`config.mk`:
```
export PLATFORM = sky130hd
export DESIGN_NAME = pc_stall_sequencer
export DESIGN_NICKNAME = d
export VERILOG_FILES = /design/src/rtl/pc_stall_sequencer.sv
export SDC_FILE = /design/constraint.sdc
export NUM_CORES = 1
export LEC_CHECK = 0
export BUFFER_PORTS_ARGS = -buffer_cell sky130_fd_sc_hd__buf_2
export CORE_ASPECT_RATIO = 0.5
export CORE_MARGIN = 3
export CORE_UTILIZATION = 49
export DETAILED_ROUTE_END_ITERATION = 16
export PLACE_DENSITY = 0.78
export SETUP_SLACK_MARGIN = 0.5
export SLEW_MARGIN = 20
export SYNTH_ARGS = -nofsm -noshare
export SYNTH_HDL_FRONTEND = slang
export SYNTH_SLANG_ARGS = --single-unit
export TNS_END_PERCENT = 50
```
`constraint.sdc`:
```
create_clock -name CLK -period 3.6 [get_ports CLK]
set_clock_uncertainty 0.15 [all_clocks]
set_input_delay 0.72 -clock CLK [delete_from_list [all_inputs] [get_ports CLK]]
set_output_delay 0.72 -clock CLK [all_outputs]
set_load 0.02 [all_outputs]
```
`src/rtl/pc_stall_sequencer.sv`:
```
// PC stall sequencer: holds the PC during multi-cycle mul/div and memory waits, buffering
// redirects until release. Define MISALIGN_TRAP_EN to replace misaligned targets with TRAP_VECTOR.
module pc_stall_sequencer #(
  parameter int unsigned MUL_CYCLES  = 4,
  parameter int unsigned DIV_CYCLES  = 33,
  parameter logic [31:0] TRAP_VECTOR = 32'h0000_0100
) (
  input  logic        CLK,
  input  logic        Reset,
  input  logic        Start,
  input  logic        IsDiv,
  input  logic        MemWait,
  input  logic        Redirect,
  input  logic [31:0] Target,
  output logic        Busy,
  output logic        PCSrc,
  output logic [31:0] Result,
  output logic        Done,
  output logic        Trap
);

  localparam logic [5:0] MulLoad = 6'(MUL_CYCLES - 1);
  localparam logic [5:0] DivLoad = 6'(DIV_CYCLES - 1);

  typedef enum logic [1:0] {StIdle, StExec, StDone} state_e;

  state_e      state_q, state_d;
  logic [5:0]  cnt_q, cnt_d;
  logic        pend_vld_q, pend_vld_d;
  logic [31:0] pend_tgt_q, pend_tgt_d;
  logic [31:0] sel_addr;
  logic        misaligned;

  always_ff @(posedge CLK or posedge Reset) begin
    if (Reset) begin
      state_q    <= StIdle;
      cnt_q      <= 6'd0;
      pend_vld_q <= 1'b0;
      pend_tgt_q <= 32'd0;
    end else begin
      state_q    <= state_d;
      cnt_q      <= cnt_d;
      pend_vld_q <= pend_vld_d;
      pend_tgt_q <= pend_tgt_d;
    end
  end

  always_comb begin
    state_d = state_q;
    cnt_d   = cnt_q;
    unique case (state_q)
      StIdle, StDone: begin
        if (Start) begin
          state_d = StExec;
          cnt_d   = IsDiv ? DivLoad : MulLoad;
        end else begin
          state_d = StIdle;
        end
      end
      StExec: begin
        if (cnt_q != 6'd0) cnt_d = cnt_q - 6'd1;
        else               state_d = StDone;
      end
      default: state_d = StIdle;
    endcase
  end

  assign Busy = (state_q == StExec) | MemWait;
  assign Done = (state_q == StDone);

  // A live redirect is younger than anything pending, so it wins both while held and at release.
  always_comb begin
    pend_vld_d = pend_vld_q;
    pend_tgt_d = pend_tgt_q;
    if (Busy) begin
      if (Redirect) begin
        pend_vld_d = 1'b1;
        pend_tgt_d = Target;
      end
    end else begin
      pend_vld_d = 1'b0;
    end
  end

  assign PCSrc    = ~Busy & (Redirect | pend_vld_q);
  assign sel_addr = Redirect ? Target : pend_tgt_q;

`ifdef MISALIGN_TRAP_EN
  assign misaligned = (sel_addr[1:0] != 2'b00);
`else
  assign misaligned = 1'b0;
`endif

  assign Trap   = PCSrc & misaligned;
  assign Result = !PCSrc    ? 32'd0       :
                  misaligned ? TRAP_VECTOR : sel_addr;

endmodule

```
# [Word-level counts from Yosys, hierarchy flattened]
# Cells that the tools add are included.
[totals] out_inout_bits=36 inputBits=38 elab_cells=31 regBits=41
[classes] n_bitwise=4 add_sub_neg=1 n_reduce_logical=5 n_eq_ne=6 n_mux=11
[ops] op="$mux W32" count=2
[ops] op="$mux W6" count=3
[ops] op="$pmux W6 S2" count=1
[ops] op="$ne A2 B2 Y1 const B" count=4
[ops] op="$reduce_bool A6 Y1" count=1
[ops] op="$sub A6 B1 Y6 const B" count=1
[ops] op="$pmux W2 S2" count=1
[ops] op="$mux W1" count=3
[ops] op="$reduce_and A3 Y1" count=1
[ops] op="$eq A2 B1 Y1 const B" count=1
[ops] op="$eq A2 B2 Y1 const B" count=1
[ops] op="$logic_not A2 Y1" count=1
[ops] op="$mux W2" count=1
[ops] op="$or A1 B1 Y1" count=2
[ops] op="$reduce_bool A2 Y1" count=1
[ops] op="$reduce_or A2 Y1" count=1
[ops] op="$and A1 B1 Y1" count=1
[ops] op="$not A1 Y1" count=1

# [Longest topological paths before layout]
# Gate-level depths: netlist of the first run.
[depth] depth_word=5 ltp_mapped=6

# [Worst setup path before layout of the first run]
# OpenSTA, ideal clock, no wires.
[synth_path] kind="input port to output port" from="input port Redirect" to="output port Result[12]" n_path_buf=3 path_stages=6 arrival_ns=1.978 path_slack_ns=0.752 t_required_ns=2.730 cell_sequence="clkbuf_1 nor2_1 or3_1 clkbuf_1 clkbuf_1 nor2_1"
[synth_between] elab_chain_cells=3
[synth_rtl] item="start: declaration" line_no="13" rtl="input logic Redirect,"
[synth_rtl] item="$or A1 B1 Y1" line_no="85" rtl="assign PCSrc = ~Busy & (Redirect | pend_vld_q);"
[synth_rtl] item="$and A1 B1 Y1" line_no="85"
[synth_rtl] item="$mux W32 (*)" line_no="95" rtl="assign Result = !PCSrc ? 32'd0 :"
[synth_rtl] item="end: declaration" line_no="17" rtl="output logic [31:0] Result,"
# Mark *: on every way between the ends. The rest lies on a longest branch, timed or not.

# [Worst setup path in the final report of the first run]
[layout_path] from="register state_q[0]" to="output port Result[28]"
[layout_between] elab_chain_cells=5
[layout_rtl] item="start: declaration" line_no="27" rtl="state_e state_q, state_d;"
[layout_rtl] item="start signal: assignment" line_no="36" rtl="state_q <= StIdle;"
[layout_rtl] item="start signal: assignment" line_no="41" rtl="state_q <= state_d;"
[layout_rtl] item="$eq A2 B1 Y1" line_no="68" rtl="assign Busy = (state_q == StExec) | MemWait;"
[layout_rtl] item="$or A1 B1 Y1" line_no="68"
[layout_rtl] item="$not A1 Y1" line_no="85"
[layout_rtl] item="$and A1 B1 Y1" line_no="85"
[layout_rtl] item="$mux W32" line_no="95"
# Every way passes these cells.

==> qor.txt, run 1 <==
GRT overflow - 0
ys async rst share - 1.00
RSZ-0062 raised after global routing - false
die height - 53.4 µm
Post-Route WL - 4460 µm
Layout fillers - 318
Iteration-0 DRC Markers - 37
Syn Std Cell Area - 2200 µm²
final setup vio count - 0
first-pass GRT wire length - 7290 µm
Detailed Place HPWL - 3310 µm
Vias/cell - 5.20
CP endpoint kind - output port
antenna violations before repair - 0
worst vdd ir - 0.000314 V
CP max stage cell - or3_2
WHS Endpoint - pend_vld_q
clock sinks - 41
nets@finish - 308
Worst setup SP type - flip-flop
Rows - 16
Reg2Reg Setup Slack - 1.12 ns
vias in the first global route - 1660
max_cap viols - 0
chip width - 101 µm
total CTS buffers - 5
layout cells sized above 1 - 0.446
most frequent cells in the layout - buf_2, dfrtp_1, nor2_1
Core ar. - 4100 µm²
kind of critical path - flip-flop to output port
count of flip-flops with a built-in enable after synthesis - 0
WHS Path Cells - 2
power per cell area - 643 nW/µm²
RePlAce Congestion - 0.855
Worst Min Path Start - pend_vld_q
worst r2r src - state_q[0]
Synth cell types - 35
Slew Limit Fails - 0
DR pass1 iterations - 4
final worst setup slack - 0.675 ns
Die Area - 5380 µm²
Reg2Reg Depth - 5
I/O pin cnt - 74
worst hold slack - 0.333 ns
CP Cell Sequence - nor2b_1 -> or3_2 -> nor2_1 -> buf_2
pre-CTS setup slack - 0.620 ns
Yosys warning count - 0
actual slew at the worst max-slew pin - 0.820 ns
Seq cells post-synth - 41
most common cell after layout, fill and taps aside - buf_2
period utilisation layout - 0.813
post-DR wirelength/cell - 13.8 µm
crit-path max FO - 33
via count - 1679
reg2reg end - pend_tgt_q[26]
max_slew headroom - 0.453
largest net degree at the start of global routing - 42
max frequency - 342 MHz
mean post-synth cell area - 11.0 µm²
syn_nets - 240
clk buf depth - 2
H-tree Lvls - 2
# DRC - 0
Most used DFF post-synth - dfrtp_1
CTS hold repair buffers - 0
gr usage total - 0.175
Seq/Total Area, Yosys - 0.466
Final Hold Fails - 0
Worst-Skew Late Latency - 0.30 ns
Hold Crit Class - flip-flop to flip-flop
Worst EP required - 2.73 ns
Leak - 1.39 nW
starting density of the core - 0.536
CTS tree - built
status - finished, final reports clean
area delta synth->final - 23.3%
Gate Count Post-Synth - 200
post-layout min period - 2.93 ns
Port Buffers - 72
final core occ - 0.661
Clock Pin Slew Worst Setup and Hold Paths - 0.09 ns
critical path arrival - 2.06 ns
Post-DRT Antenna Nets - 0
CTS Root Cell - clkbuf_8
ant diodes - 0
final setup TNS - 0 ns
crit-path max cell delay - 0.74 ns
state kept, by name, indices dropped and copies added (netlist names):
name        flops
state_q         2
cnt_q           6
pend_tgt_q     32
pend_vld_q      1
worst max-delay path by stage:
stage | start | to | slack (ns) | cells after the start
2_1_floorplan | Redirect | Result[12] | 0.75 | 6
3_3_place_gp | Redirect | Result[28] | 0.66 | 5
3_5_place_dp | Redirect | Result[28] | 0.62 | 5
4_1_cts | state_q[0] | Result[13] | 0.57 | 4
5_1_grt | state_q[0] | Result[14] | 0.55 | 4
6_report | state_q[0] | Result[28] | 0.67 | 4
cells by family after synthesis:
kind of cell | count (synthesis) | synth area share
flip-flops | 41 | 0.466
other | 1 | 0.00170
multiplexers | 65 | 0.314
adder cells (fa/ha/maj) | 2 | 0.0114
AND/OR/NAND/NOR | 57 | 0.122
buffers and inverters | 21 | 0.0426
AO/OA/AOI/OAI | 13 | 0.0421
critical path, delay by kind of cell, from the launching register on:
family | cells | cell delay [ns]
and+or+nand+nor | 3 | 1.12
DFF | 1 | 0.45
buffers and inverters | 1 | 0.18
cell usage after synthesis, types with 2 or more instances:
| cell | n | area share |
|---|---|---|
| dfrtp_1 | 41 | 0.47 |
| nor2_1 | 36 | 0.061 |
| mux2i_1 | 33 | 0.15 |
| mux2_2 | 30 | 0.15 |
| buf_2 | 6 | 0.014 |
| clkbuf_1 | 6 | 0.010 |
| inv_1 | 6 | 0.010 |
| nand2_1 | 4 | 0.0068 |
| a21oi_1 | 3 | 0.0068 |
| nor2b_1 | 3 | 0.0085 |
| buf_4 | 2 | 0.0068 |
| ha_1 | 2 | 0.011 |
| mux2_1 | 2 | 0.010 |
| nor3_1 | 2 | 0.0045 |
| o211ai_1 | 2 | 0.0068 |
| o21ai_0 | 2 | 0.0045 |
| or3_1 | 2 | 0.0057 |
repair_timing:
action	in CTS	in global routing
buffers inserted	0	0
setup endpoints to repair	0	33
resized for setup	0	1
report_power, final:
group / switching (mW) / internal, mW
Clock: 0.163 / 0.225
Sequential: 0.0943 / 0.599
Combinational: 0.357 / 0.305
Total: 0.615 / 1.13
per-layer routing:
layer / global-route usage / vias to the layer above / routed length (µm)
met5: 0 / - / 0
met4: 0.0537 / 0 / 40
met3: 0.0408 / 5 / 261
met2: 0.318 / 42 / 2200
met1: 0.208 / 805 / 1960
li1: - / 827 / -
per-stage QoR:
step           area (µm²)  power [mW]  std cells
3_3_place_gp         2590        1.33        315
6_report             2710        1.74        323
5_1_grt              2710        1.87        323
4_1_cts              2710        1.75        323
2_1_floorplan        2200        1.19        200
3_5_place_dp         2590        1.37        315
cell type report:
cell class / count / area [µm²] / area share
clock buffer: 6 / 82.6 / 0.0304
clock inverter: 2 / 37.5 / 0.0138
inverter: 6 / 22.5 / 0.00830
multi-input combinational: 138 / 1090 / 0.400
sequential: 41 / 1030 / 0.378
tap: 54 / 67.6 / 0.0249
timing repair buffer: 76 / 390 / 0.144
No activity file was read; power rests on OpenSTA's default activity.
==> run 2: changes to the inputs <==
Settings changed: ABC_AREA set to 1.
Clock period 3.6 ns to 2.7 ns, I/O delays scaled along.
==> run 2 against run 1 <==
Register-to-register slack lost 0.25 ns. Via count up 19%. Die area rose by 1.7%. Utilization up 0.84 points. Wire length grew 11%. Hold slack got worse by 0.13 ns. Cell count grew 21%. Final area grew 2.3%. Critical path type unchanged. Largest power group is now combinational logic.
==> qor.txt, run 2 <==
max frequency - 458 MHz
largest net degree at the start of global routing - 42 (unchanged)
DR pass1 iterations - 4 (unchanged)
post-CTS setup buffer count - 0 (unchanged)
layout cells sized above 1 - 0.329 (-0.117)
final setup TNS - 0 ns (unchanged)
clock sinks - 41 (unchanged)
Gate Count Post-Synth - 266 (+33%)
Worst setup SP type - flip-flop
max reg flops - 32 (unchanged)
Post-Route WL - 4950 µm (+11%)
die height - 53.8 µm (+0.81%)
GRT overflow - 0 (unchanged)
CTS tree - built
Reg2Reg Depth - 8 (+3)
reg2reg end - pend_tgt_q[17]
Iteration-0 DRC Markers - 52 (+41%)
Synth area leader - dfrtp_1
Vias/cell - 5.10 (-1.9%)
Port Buffers - 72 (unchanged)
crit-path max FO - 8 (-76%)
max_cap viols - 0 (unchanged)
worst r2r src - state_q[0]
post-DR wirelength/cell - 12.6 µm (-8.3%)
count of flip-flops with a built-in enable after synthesis - 0 (unchanged)
Seq cells post-synth - 41 (unchanged)
RePlAce Congestion - 0.840 (-1.8%)
area share of the largest cell type after synthesis - 0.458 (-0.00833)
crit-path max cell delay - 0.40 ns (-0.34 ns)
ys async rst share - 1.00 (unchanged)
total CTS buffers - 5 (unchanged)
final setup vio count - 0 (unchanged)
placed instance count - 383 (+22%)
Clock Pin Slew Worst Setup and Hold Paths - 0.08 ns (about the same)
Seq/Total Area, Yosys - 0.458 (-0.00833)
worst vdd ir - 0.000485 V (+55%)
Syn Std Cell Area - 2240 µm² (+1.8%)
clk buf depth - 2 (unchanged)
H-tree Lvls - 2 (unchanged)
chip width - 102 µm (+0.85%)
antenna violations before repair - 0 (unchanged)
post-layout min period - 2.19 ns
ant diodes - 0 (unchanged)
power per cell area - 1050 nW/µm² (+63%)
syn_nets - 306 (+28%)
Sequential Area - 1030 µm² (unchanged)
# DRC - 0 (unchanged)
Final Hold Fails - 0 (unchanged)
Leak - 1.41 nW (+1.1%)
Synth cell types - 21 (-40%)
Detailed Place HPWL - 3510 µm (+6.0%)
CP max stage cell - dfrtp_1
Top Registers - pend_tgt_q (32), cnt_q (6), state_q (2)
Most used DFF post-synth - dfrtp_1
CP endpoint kind - output port
placed cell areas - 2590 µm² (+0.14%)
kind of critical path - flip-flop to output port
Layout fillers - 337 (+6.0%)
period utilisation layout - 0.809
Rows - 16 (unchanged)
via count - 1994 (+19%)
Final Non-Filler Cells - 391 (+21%)
RSZ-0062 raised after global routing - true
Worst EP required - 2.01 ns (-0.72 ns)
Yosys warning count - 0 (unchanged)
area of the multi-input gates - 1050 µm² (-3.3%)
CP Cell Sequence - inv_2 -> nor2_4 -> nor2_4 -> o21ai_4 -> buf_4 -> a21oi_2 -> buf_6
starting density of the core - 0.541 (+0.00448)
first-pass GRT wire length - 7950 µm (+9.1%)
CTS Root Cell - clkbuf_8
Reg2Reg Setup Slack - 0.87 ns (-0.25 ns)
Synth top cells by count - nand2_1, nor2_1, dfrtp_1
status - finished, final reports clean
final core occ - 0.669 (+0.00841)
vias in the first global route - 1839 (+11%)
most common cell after layout, fill and taps aside - nand2_1
finished layout cell area - 2770 µm² (+2.3%)
Core ar. - 4140 µm² (+0.98%)
gr usage total - 0.187 (+0.0122)
worst hold slack - 0.205 ns (-0.128 ns)
area delta synth->final - 23.8%
dominant cells by area after synthesis - dfrtp_1, nand2_1, nor2_1
critical path arrival - 1.50 ns (-0.56 ns)
most frequent cells in the layout - nand2_1, buf_2, nor2_1
I/O pin cnt - 74 (unchanged)
Hold Crit Class - input port to asynchronous set/reset pin
top-count cell post-synth - nand2_1
Post-DRT Antenna Nets - 0 (unchanged)
mean post-synth cell area - 8.42 µm² (-23%)
Biggest register - pend_tgt_q
Slew Limit Fails - 0 (unchanged)
nets@finish - 376 (+22%)
Die Area - 5470 µm² (+1.7%)
Critical Path Most Common Cell - nor2_4
Worst-Skew Late Latency - 0.29 ns (about the same)
[run 2: changes by cell type after synthesis, moves of 5 or more]
cell      before  now
nand2_1        4   67
a31oi_1        0   19
mux2i_1       33   13
o21ai_0        2   12
buf_6          0    5
a21oi_2        0   16
nor2_1        36   46
mux2_2        30    0
clkbuf_1       6    0
o21ai_1        1    6
[run 2: cell type report]
class / instances / share of cell area
Multi-Input combinational cell: 197 / 0.378
Sequential cell: 41 / 0.370
Timing Repair Buffer: 79 / 0.168
Clock buffer: 7 / 0.0311
Tap cell: 54 / 0.0244
Inverter: 12 / 0.0171
Clock inverter: 1 / 0.0108
[run 2: worst max-delay path by stage]
| stage | startpoint | slack [ns] | endpoint |
|---|---|---|---|
| finish | state_q[0] | 0.51 | Result[25] |
| global route | state_q[0] | 0.45 | Result[2] |
| CTS | Redirect | 0.50 | Result[6] |
| detailed placement | Redirect | 0.33 | Result[11] |
| global placement | Redirect | 0.35 | Result[0] |
| floorplan | Redirect | 0.70 | Result[10] |
[run 2: cell families (layout without fill, tap and decap cells)]
kind of cell | count (synthesis) | in the layout | synth area share
other | 1 | 1 | 0.00167
multiplexers | 13 | 13 | 0.0581
flip-flops | 41 | 41 | 0.458
XOR/XNOR | 3 | 3 | 0.0117
AO/OA/AOI/OAI | 58 | 58 | 0.172
adder cells (fa/ha/maj) | 2 | 2 | 0.0112
AND/OR/NAND/NOR | 120 | 120 | 0.211
buffers and inverters | 28 | 99 | 0.0765
[run 2: critical path, delay by kind of cell (launching register included)]
kind / cells / cell delay [ns]
AOI/OAI and AO/OA: 2 / 0.23
and+or+nand+nor: 2 / 0.17
buffers and inverters: 3 / 0.41
DFF: 1 / 0.40
[run 2: what timing repair did]
action                                  4_1_cts  5_1_grt
endpoints found under the setup margin       33       34
gates resized for setup                       7       14
hold buffers                                  0        0
cloned                                        0        0
pin swaps                                     0        1
hold endpoints to repair                      0        0
[run 2: power by group]
group	switching [mW]	internal (mW)
registers	0.178	0.914
logic	0.827	0.476
clock network	0.208	0.301
total	1.21	1.69
[run 2: through the flow]
| step | setup WS, ns | power (mW) |
|---|---|---|
| detailed placement | 0.330 | 2.35 |
| global placement | 0.354 | 2.30 |
| global route | 0.448 | 3.14 |
| floorplan | 0.703 | 2.08 |
| finish | 0.515 | 2.91 |
| CTS | 0.499 | 2.89 |
[run 2: metal layers]
metal | global-route usage | vias up | share of wire
met1 | 0.217 | 940 | 0.44
li1 | - | 1006 | -
met4 | 0.0530 | 0 | 0.0034
met2 | 0.352 | 45 | 0.50
met5 | 0 | - | 0
met3 | 0.0466 | 3 | 0.050
